$ cat config.mk
export PLATFORM = sky130hd
export DESIGN_NAME = seleccion_cartas
export DESIGN_NICKNAME = d
export VERILOG_FILES = /design/src/rtl/memoria_pkg.sv /design/src/rtl/contador_turno.sv /design/src/rtl/seleccion_cartas.sv
export SDC_FILE = /design/constraint.sdc
export NUM_CORES = 1
export LEC_CHECK = 0
export CAP_MARGIN = 20
export CORE_MARGIN = 4
export CORE_UTILIZATION = 30
export CTS_CLUSTER_SIZE = 30
export DETAILED_ROUTE_END_ITERATION = 12
export GPL_TIMING_DRIVEN = 0
export SLEW_MARGIN = 15
export SYNTH_ARGS = -nofsm -noshare
export SYNTH_HDL_FRONTEND = slang
export SYNTH_SLANG_ARGS = --single-unit
$ cat constraint.sdc
create_clock -name clk -period 7.5 [get_ports clk]
set_input_delay 1.5 -clock clk [delete_from_list [all_inputs] [get_ports clk]]
set_output_delay 1.5 -clock clk [all_outputs]
set_load 0.02 [all_outputs]
$ cat src/rtl/memoria_pkg.sv
// rtl/memoria_pkg.sv - shared types and constants for the memory game
package memoria_pkg;

    localparam int N_CARDS = 16;

    localparam logic [1:0] CARD_DOWN    = 2'b00;
    localparam logic [1:0] CARD_OPEN    = 2'b01;
    localparam logic [1:0] CARD_MATCHED = 2'b10;
    localparam logic [1:0] CARD_INIT    = 2'b11;

    // [4:2] symbol, [1:0] state
    typedef logic [4:0] card_t;

    typedef enum logic [2:0] {
        ST_IDLE,
        ST_SEL1,
        ST_SEL2,
        ST_SHOW,
        ST_VERIFY
    } sel_state_t;

    function automatic logic is_down(input card_t c);
        return c[1:0] == CARD_DOWN;
    endfunction

endpackage

$ cat src/rtl/contador_turno.sv
// rtl/contador_turno.sv - loadable up-counter with clear and terminal-count flag
module contador_turno #(
    parameter int WIDTH = 8
) (
    input  logic             clk,
    input  logic             rst,
    input  logic             clr,
    input  logic             en,
    input  logic             load,
    input  logic [WIDTH-1:0] load_val,
    input  logic [WIDTH-1:0] limit,
    output logic             tc
);

    logic [WIDTH-1:0] count;

    // Clear beats load beats count
    always_ff @(posedge clk) begin
        if (rst) begin
            count <= '0;
        end else if (clr) begin
            count <= '0;
        end else if (load) begin
            count <= load_val;
        end else if (en) begin
            count <= count + WIDTH'(1);
        end
    end

    assign tc = (count == limit);

endmodule

$ cat src/rtl/seleccion_cartas.sv
// rtl/seleccion_cartas.sv - per-turn cursor movement and two-card selection stage
module seleccion_cartas
    import memoria_pkg::*;
#(
    parameter int SHOW_CYCLES    = 50_000_000,
    parameter int TIMEOUT_CYCLES = 750_000_000
) (
    input  logic       clk,
    input  logic       rst,
    input  logic       turn_start,
    input  logic       move_next,
    input  logic       select,
    input  logic       verify_done,
    input  card_t      arr_cards_in  [0:N_CARDS-1],
    output card_t      arr_cards_out [0:N_CARDS-1],
    output logic [3:0] cursor,
    output logic       verify_start,
    output logic       turn_end,
    output logic       turn_timeout,
    output logic       busy
);

    localparam int TMO_W  = $clog2(TIMEOUT_CYCLES);
    localparam int SHOW_W = $clog2(SHOW_CYCLES + 1);
    localparam logic [TMO_W-1:0]  TMO_LIMIT  = TMO_W'(TIMEOUT_CYCLES - 1);
    localparam logic [SHOW_W-1:0] SHOW_LIMIT = SHOW_W'(SHOW_CYCLES - 1);

    sel_state_t state;
    logic [3:0] sel_pos [0:1];

    logic in_sel, valid_sel, move_ok, tmo_expire, tmo_clr, any_down;
    logic show_en, show_clr, tmo_tc, show_tc;

    // Decode this cycle's accepted actions from the registered board and state
    always_comb begin
        in_sel     = (state == ST_SEL1) || (state == ST_SEL2);
        valid_sel  = in_sel && select && is_down(arr_cards_out[cursor]);
        move_ok    = in_sel && move_next;
        tmo_expire = in_sel && tmo_tc && !valid_sel;
        tmo_clr    = ((state == ST_IDLE) && turn_start) || valid_sel || tmo_expire;
        show_en    = (state == ST_SHOW);
        show_clr   = (state != ST_SHOW);
        any_down   = 1'b0;
        for (int i = 0; i < N_CARDS; i++) begin
            if (is_down(arr_cards_in[i])) any_down = 1'b1;
        end
    end

    contador_turno #(.WIDTH(TMO_W)) u_tmo (
        .clk      (clk),
        .rst      (rst),
        .clr      (tmo_clr),
        .en       (in_sel),
        .load     (1'b0),
        .load_val ('0),
        .limit    (TMO_LIMIT),
        .tc       (tmo_tc)
    );

    contador_turno #(.WIDTH(SHOW_W)) u_show (
        .clk      (clk),
        .rst      (rst),
        .clr      (show_clr),
        .en       (show_en),
        .load     (1'b0),
        .load_val ('0),
        .limit    (SHOW_LIMIT),
        .tc       (show_tc)
    );

    // Turn FSM with registered board, cursor and pulse outputs
    always_ff @(posedge clk) begin
        if (rst) begin
            state        <= ST_IDLE;
            cursor       <= 4'd0;
            sel_pos[0]   <= 4'd0;
            sel_pos[1]   <= 4'd0;
            verify_start <= 1'b0;
            turn_end     <= 1'b0;
            turn_timeout <= 1'b0;
            busy         <= 1'b0;
            for (int i = 0; i < N_CARDS; i++) begin
                arr_cards_out[i] <= {3'b000, CARD_INIT};
            end
        end else begin
            verify_start <= 1'b0;
            turn_end     <= 1'b0;
            turn_timeout <= 1'b0;
            if (move_ok) cursor <= cursor + 4'd1;
            case (state)
                ST_IDLE: begin
                    if (turn_start) begin
                        for (int i = 0; i < N_CARDS; i++) begin
                            arr_cards_out[i] <= arr_cards_in[i];
                        end
                        if (any_down) begin
                            state <= ST_SEL1;
                            busy  <= 1'b1;
                        end else begin
                            turn_end <= 1'b1;
                        end
                    end
                end
                ST_SEL1, ST_SEL2: begin
                    if (valid_sel) begin
                        arr_cards_out[cursor] <= {arr_cards_out[cursor][4:2], CARD_OPEN};
                        if (state == ST_SEL1) begin
                            sel_pos[0] <= cursor;
                            state      <= ST_SEL2;
                        end else begin
                            sel_pos[1] <= cursor;
                            state      <= ST_SHOW;
                        end
                    end else if (tmo_expire) begin
                        // Only the second-pick state has a card to close again
                        if (state == ST_SEL2) begin
                            arr_cards_out[sel_pos[0]] <= {arr_cards_out[sel_pos[0]][4:2], CARD_DOWN};
                        end
                        turn_end     <= 1'b1;
                        turn_timeout <= 1'b1;
                        busy         <= 1'b0;
                        state        <= ST_IDLE;
                    end
                end
                ST_SHOW: begin
                    if (show_tc) begin
                        verify_start <= 1'b1;
                        state        <= ST_VERIFY;
                    end
                end
                ST_VERIFY: begin
                    if (verify_done) begin
                        turn_end <= 1'b1;
                        busy     <= 1'b0;
                        state    <= ST_IDLE;
                    end
                end
                default: begin
                    busy  <= 1'b0;
                    state <= ST_IDLE;
                end
            endcase
        end
    end

endmodule

==> results of run 1 <==
==> how the worst max path moves through the flow <==
| stage | slack, ns | from | endpoint | cells after the start |
|---|---|---|---|---|
| CTS | 3.72 | cursor[0] | arr_cards_out[22] | 9 |
| global route | 3.47 | cursor[0] | arr_cards_out[58] | 9 |
| detailed placement | 3.46 | select | arr_cards_out[41] | 7 |
| floorplan | 4.55 | select | arr_cards_out[14] | 7 |
| global placement | 3.49 | select | arr_cards_out[40] | 8 |
| finish | 3.57 | cursor[0] | arr_cards_out[22] | 9 |
==> stage by stage <==
stage               hold WS (ns)  utilization
finish                    0.4571       0.3983
global placement          0.4385       0.3791
CTS                       0.4630       0.3983
floorplan                 0.4132            -
detailed placement        0.4478       0.3791
global route              0.4719       0.3983
==> area by class of cell <==
class	count	area, um^2	share of cell area
Clock inverter	10	85.08	0.007208
Timing Repair Buffer	172	1722	0.1459
Tap cell	390	488.0	0.04134
Clock buffer	22	484.2	0.04102
Sequential cell	151	3063	0.2595
Inverter	18	67.56	0.005724
Multi-Input combinational cell	828	5495	0.4656
Buffer	87	399.1	0.03381
==> layer usage <==
metal  wire length (um)  vias to the layer above  GRT usage  share of wire
li1                   -                     4449          -              -
met1              16160                     4719     0.3054           0.41
met2              16640                      698     0.3395           0.43
met3               4425                      114    0.06550           0.11
met4               1868                        0     0.1045          0.048
met5                  0                        -          0              0
==> sequential cells by signal, summed over array words and instances (netlist names) <==
register	count
turn_timeout	1
turn_end	1
state	3
u_tmo.count	30
busy	1
sel_pos	4
verify_start	1
cursor	4
u_show.count	26
arr_cards_out	80
==> kinds of logic after synthesis <==
logic type | count (synthesis) | share of synthesized area
simple gates | 421 | 0.2224
compound gates | 307 | 0.2466
flops | 151 | 0.3394
buf+inv | 105 | 0.05171
xor+xnor | 52 | 0.05130
mux | 42 | 0.08027
fa+ha+maj | 6 | 0.008318
==> power breakdown <==
part	switching [mW]	internal (mW)
clock network	0.383	0.467
logic	0.810	0.532
registers	0.152	0.923
total	1.34	1.92
==> worst max-delay path: cells and delay by family (launching register included) <==
kind	cells	cell delay, ns
compound gates	5	1.77
flops	1	0.66
buf+inv	3	1.24
simple gates	1	0.12
==> synth_stat cells, types with 13 or more instances <==
library cell / n
xnor2_1: 26
nand2_1: 83
o211ai_1: 51
o31ai_1: 24
inv_1: 14
nand3_1: 40
o21ai_0: 61
a31oi_1: 19
mux2i_1: 15
dfxtp_1: 147
nor2_1: 144
a21oi_1: 24
buf_2: 16
xor2_1: 25
clkbuf_1: 60
o2111ai_1: 13
and3_1: 14
nand2b_1: 17
nor3_1: 62
mux4_2: 24
a211oi_1: 44
==> results.md, run 1 <==
* Run status: complete, no violations
* Clock sinks at 151
* Syn_nets at 1176
* PwrDens at 276.7 mW/mm^2
* Max-cap violations at 0
* First-pass GRT wire length at 58060 um
* FFs w/ async S/R, synth at 0
* Pre-CTS setup slack at 3.461 ns
* Finished Layout Cells at 1678
* Share of layout cells above drive strength 1 at 0.08463
* H-Tree Depth at 4
* Most frequent cells in the layout: clkdlybuf4s50_1, dfxtp_1, nor2_1
* # DRC at 0
* Number of synthesized flops with an enable pin at 4
* Commonest non-fill, non-tap cell in the layout: clkdlybuf4s50_1
* Site Rows at 63
* Hpwl dp at 29960 um
* Peak VDD IR at 0.0001370 V
* Min-Delay Startpoint: u_show.count[0]
* Post-synthesis sequential area ratio at 0.3394
* Final wirelength at 39100 um
* Max Root-Sink Buffers at 2
* Nets at 1367
* RSZ-0062 raised after global routing: no
* Initial DRT Pass Iterations at 7
* Final period util at 0.5236
* Reg clk slew, reported paths at 0.07 ns
* Via density per instance at 5.948
* Max-slew violations at 0
* Final Total Pwr at 3.267 mW
* Mapped Area at 0.009025 mm^2
* Cts hold-fix bufs at 0
* Worst Hold Depth at 1
* Worst Hold End: u_show.count[0]
* Max stage delay on crit path at 0.90 ns
* GPL Wtd Cong at 0.9926
* Effective utilization at floorplan at 0.3045
* #FFs+latches synth at 151
* Max Fclk at 254.7 MHz
* Diodes inserted at 0
* Worst setup EP type: register
* Max Clock Skew at 0.01131 ns
* Overall fraction of global-route tracks in use at 0.2277
* ANT nets after route at 0
* Hold Violations, Final at 0
* DIE WIDTH at 181.4 um
* Number of global-route vias before repair at 9519
* Buffers on Ports at 172
* Grt ovf at 0
* Critical path peak fanout at 10
* Final setup vio count at 0
* Synth area leaders: dfxtp_1, nor2_1, mux4_2
* TritonCTS clock tree: done
* Avg Cell Area, Syn at 8.326 um^2
* Max-slew headroom at 0.2593
* Register-to-register setup slack at 3.57 ns
* Slowest CP cell: o2111ai_1
* Placed instance area at 0.01123 mm^2
* IO Count at 174
* DRT iter0 DRCs at 1355
* Fraction of post-synthesis cell area in the top cell type by area at 0.3261
* Crit path kind: register to register
* Kind of start point of the critical path: register
* Synth cell types at 73
* DR WL/cell at 23.30 um
* Finished Cell Area at 0.01180 mm^2
* Leak at 3.864 nW
* Die ar. at 0.03292 mm^2
* Area Overhead vs Synth at 30.79%
* Chip height at 181.4 um
* Post-CTS Setup Bufs at 0
* CTS buffer count at 17
* Worst Path Arrival at 4.23 ns
* Worst r2r src: cursor[0]
* Placed Instances at 1646
* Slew @ Worst Pin at 1.110 ns
* CTS Root Cell: clkbuf_16
* CTS resizes at 0
* Worst-Skew Late Latency at 0.44 ns
* Worst path cell trace: buf_2 -> o311ai_0 -> o2111a_1 -> buf_4 -> o2111ai_1 -> clkbuf_1 -> nor2_1 -> a211oi_1 -> o31ai_1
* Cell accounting for the most synthesized area: dfxtp_1
* R2R depth at 9
* RR Endpoint: arr_cards_out[22]
* Mapped Cells at 1084
* Pin count of the biggest net entering global routing at 17
* Yosys warns at 0
* Synth Flop Type: dfxtp_1
* Worst setup margin at 3.573 ns
* Total core area at 0.02964 mm^2
* Antenna violations before repair at 0
* Setup tns final at 0 ns
* Critical Path RT at 7.80 ns
* Vias at 9980
* FILL cells at 3081
* Hold Path Class: register to register
* Final min period at 3.927 ns
No activity file was read; power rests on OpenSTA's default activity.
==> inputs of run 2 (changes only) <==
==> constraint.sdc (replaced) <==
create_clock -name clk -period 3.6 [get_ports clk]
set_input_delay 0.72 -clock clk [delete_from_list [all_inputs] [get_ports clk]]
set_output_delay 0.72 -clock clk [all_outputs]
set_load 0.02 [all_outputs]
==> results.md, run 2 (synthesized netlist as in run 1, its figures left out) <==
* Run status: complete, no violations
* Initial DRT Pass Iterations at 5 (-2)
* Final min period at 3.555 ns (-0.3714 ns)
* Final period util at 0.9876 (+0.4640)
* Max Root-Sink Buffers at 2 (unchanged)
* Nets at 1367 (unchanged)
* Share of layout cells above drive strength 1 at 0.09317 (+0.008540)
* P_int at 4.017 mW (+110%)
* Pin count of the biggest net entering global routing at 17 (unchanged)
* Die ar. at 0.03292 mm^2 (unchanged)
* Max-cap violations at 0 (unchanged)
* Final wirelength at 39260 um (+0.41%)
* Pre-CTS setup slack at -0.1677 ns (-3.629 ns)
* Reg clk slew, reported paths at 0.07 ns (about the same)
* DR WL/cell at 23.40 um (+0.41%)
* Slew @ Worst Pin at 1.012 ns (-0.09820 ns)
* Clock sinks at 151 (unchanged)
* Hpwl dp at 29960 um (unchanged)
* Site Rows at 63 (unchanged)
* Crit path kind: register to register
* Largest reg by FF count: arr_cards_out
* Worst setup EP type: register
* ANT nets after route at 0 (unchanged)
* Psw at 2.820 mW (+110%)
* Most frequent cells in the layout: clkdlybuf4s50_1, dfxtp_1, nor2_1
* H-Tree Depth at 4 (unchanged)
* Worst-Skew Late Latency at 0.44 ns (about the same)
* Via density per instance at 5.927 (-0.35%)
* Biggest regs: arr_cards_out: 80 flops, u_tmo.count: 30 flops, u_show.count: 26 flops
* Number of global-route vias before repair at 9520 (+0.011%)
* Kind of start point of the critical path: register
* Chip height at 181.4 um (unchanged)
* Max-slew headroom at 0.3255 (+0.06621)
* Hold Violations, Final at 0 (unchanged)
* Max-slew violations at 0 (unchanged)
* IO Count at 174 (unchanged)
* PwrDens at 577.5 mW/mm^2 (+110%)
* Total core area at 0.02964 mm^2 (unchanged)
* FILL cells at 3080 (-0.032%)
* Leak at 3.877 nW (+0.34%)
* Largest register FFs at 80 (unchanged)
* Switching portion of total power at 0.4125 (+0.0009533)
* Clock share of power at 0.260 (about the same)
* Max Clock Skew at 0.01042 ns (-0.0008932 ns)
* Finished Layout Cells at 1678 (unchanged)
* R2R depth at 10 (+1)
* Worst setup margin at 0.04456 ns (-3.529 ns)
* # DRC at 0 (unchanged)
* GPL Wtd Cong at 0.9926 (unchanged)
* Hold Path Class: register to register
* Placed Instances at 1646 (unchanged)
* Cts hold-fix bufs at 0 (unchanged)
* Final setup vio count at 0 (unchanged)
* Combinational Power Share at 0.412 (about the same)
* DRT iter0 DRCs at 1420 (+4.8%)
* Max Fclk at 281.3 MHz (+10%)
* Critical path peak fanout at 10 (unchanged)
* Effective utilization at floorplan at 0.3045 (unchanged)
* First-pass GRT wire length at 58060 um (about the same)
* Diodes inserted at 0 (unchanged)
* Worst Path Arrival at 3.85 ns (-0.38 ns)
* TritonCTS clock tree: done
* DIE WIDTH at 181.4 um (unchanged)
* Worst Hold Depth at 1 (unchanged)
* Vias at 9945 (-0.35%)
* Antenna violations before repair at 0 (unchanged)
* Buffers on Ports at 172 (unchanged)
* Peak VDD IR at 0.0002846 V (+110%)
* Commonest non-fill, non-tap cell in the layout: clkdlybuf4s50_1
* Area Overhead vs Synth at 31.19%
* Critical Path RT at 3.90 ns (-3.90 ns)
* CTS buffer count at 17 (unchanged)
* Overall fraction of global-route tracks in use at 0.2278 (about the same)
* Grt ovf at 0 (unchanged)
* CTS Root Cell: clkbuf_16
* Reg power frac at 0.328 (about the same)
* RSZ-0062 raised after global routing: no
==> run 2: cell types whose count changed in the layout (fill, tap and decap cells not counted), moves of 2 or more <==
cell       change
a21oi_2        +3
nand2b_2       +2
o2111ai_2      +2
a21oi_1        -3
clkbuf_2       +2
clkbuf_1       -3
o2111ai_1      -2
nand2b_1       -2
==> run 2: power by group through the flow <==
stage | clock [mW] | combinational, mW | sequential (mW)
after floorplan | 0 | 1.32 | 2.41
after global placement | 0 | 2.70 | 2.26
after detailed placement | 0 | 2.72 | 2.26
after CTS | 1.79 | 2.74 | 2.22
after global routing | 1.86 | 2.95 | 2.26
final | 1.78 | 2.82 | 2.24
==> run 2: worst paths after layout <==
kind | startpoint | slack, ns | to
worst min-delay path | u_show.count[0] | 0.46 | u_show.count[0]
worst max-delay path | cursor[3] | 0.04 | arr_cards_out[22]
worst min register to register | u_show.count[0] | 0.46 | u_show.count[0]
worst max register to register | cursor[3] | 0.04 | arr_cards_out[22]
==> run 2: worst max-delay path: stages, from the launching register on <==
cell and delay [ns]:
dfxtp_1 0.32, buf_2 0.20, nor2_2 0.42, o311ai_0 0.34
o2111a_1 0.22, buf_4 0.17, o2111ai_2 0.57, clkbuf_1 0.67
nor2_1 0.11, a211oi_1 0.27, o31ai_1 0.11
==> run 2: through the flow <==
step | power [mW] | instance area, um^2 | utilization | TNS [ns] | hold slack, ns
after global routing | 7.071 | 11840 | 0.3995 | 0 | 0.4719
final | 6.837 | 11840 | 0.3995 | 0 | 0.4578
after global placement | 4.960 | 11230 | 0.3791 | -2.534 | 0.4385
after CTS | 6.751 | 11830 | 0.3990 | 0 | 0.4630
after detailed placement | 4.979 | 11230 | 0.3791 | -1.676 | 0.4478
after floorplan | 3.727 | 9025 | - | 0 | 0.4132
==> run 2: what timing repair did <==
action,CTS,global route
setup endpoints to repair,20,55
resized for setup,3,10
endpoints found under the hold margin,0,0
buffers inserted,1,0
pin swaps,1,0
==> run 2: area by class of cell <==
cell class,instances,area [um^2],share of cell area
Multi-Input combinational cell,828,5524,0.4666
Tap cell,390,488.0,0.04121
Clock inverter,10,85.08,0.007186
Inverter,18,67.56,0.005706
Clock buffer,22,484.2,0.04090
Buffer,86,397.9,0.03360
Sequential cell,151,3064,0.2588
Timing Repair Buffer,173,1729,0.1460
==> run 2: per-layer routing <==
layer,wire [um],vias to the layer above,part of all wire,track usage
li1,-,4451,-,-
met1,16240,4704,0.41,0.3055
met2,16710,667,0.43,0.3402
met3,4375,123,0.11,0.06631
met4,1929,0,0.049,0.1021
met5,0,-,0,0
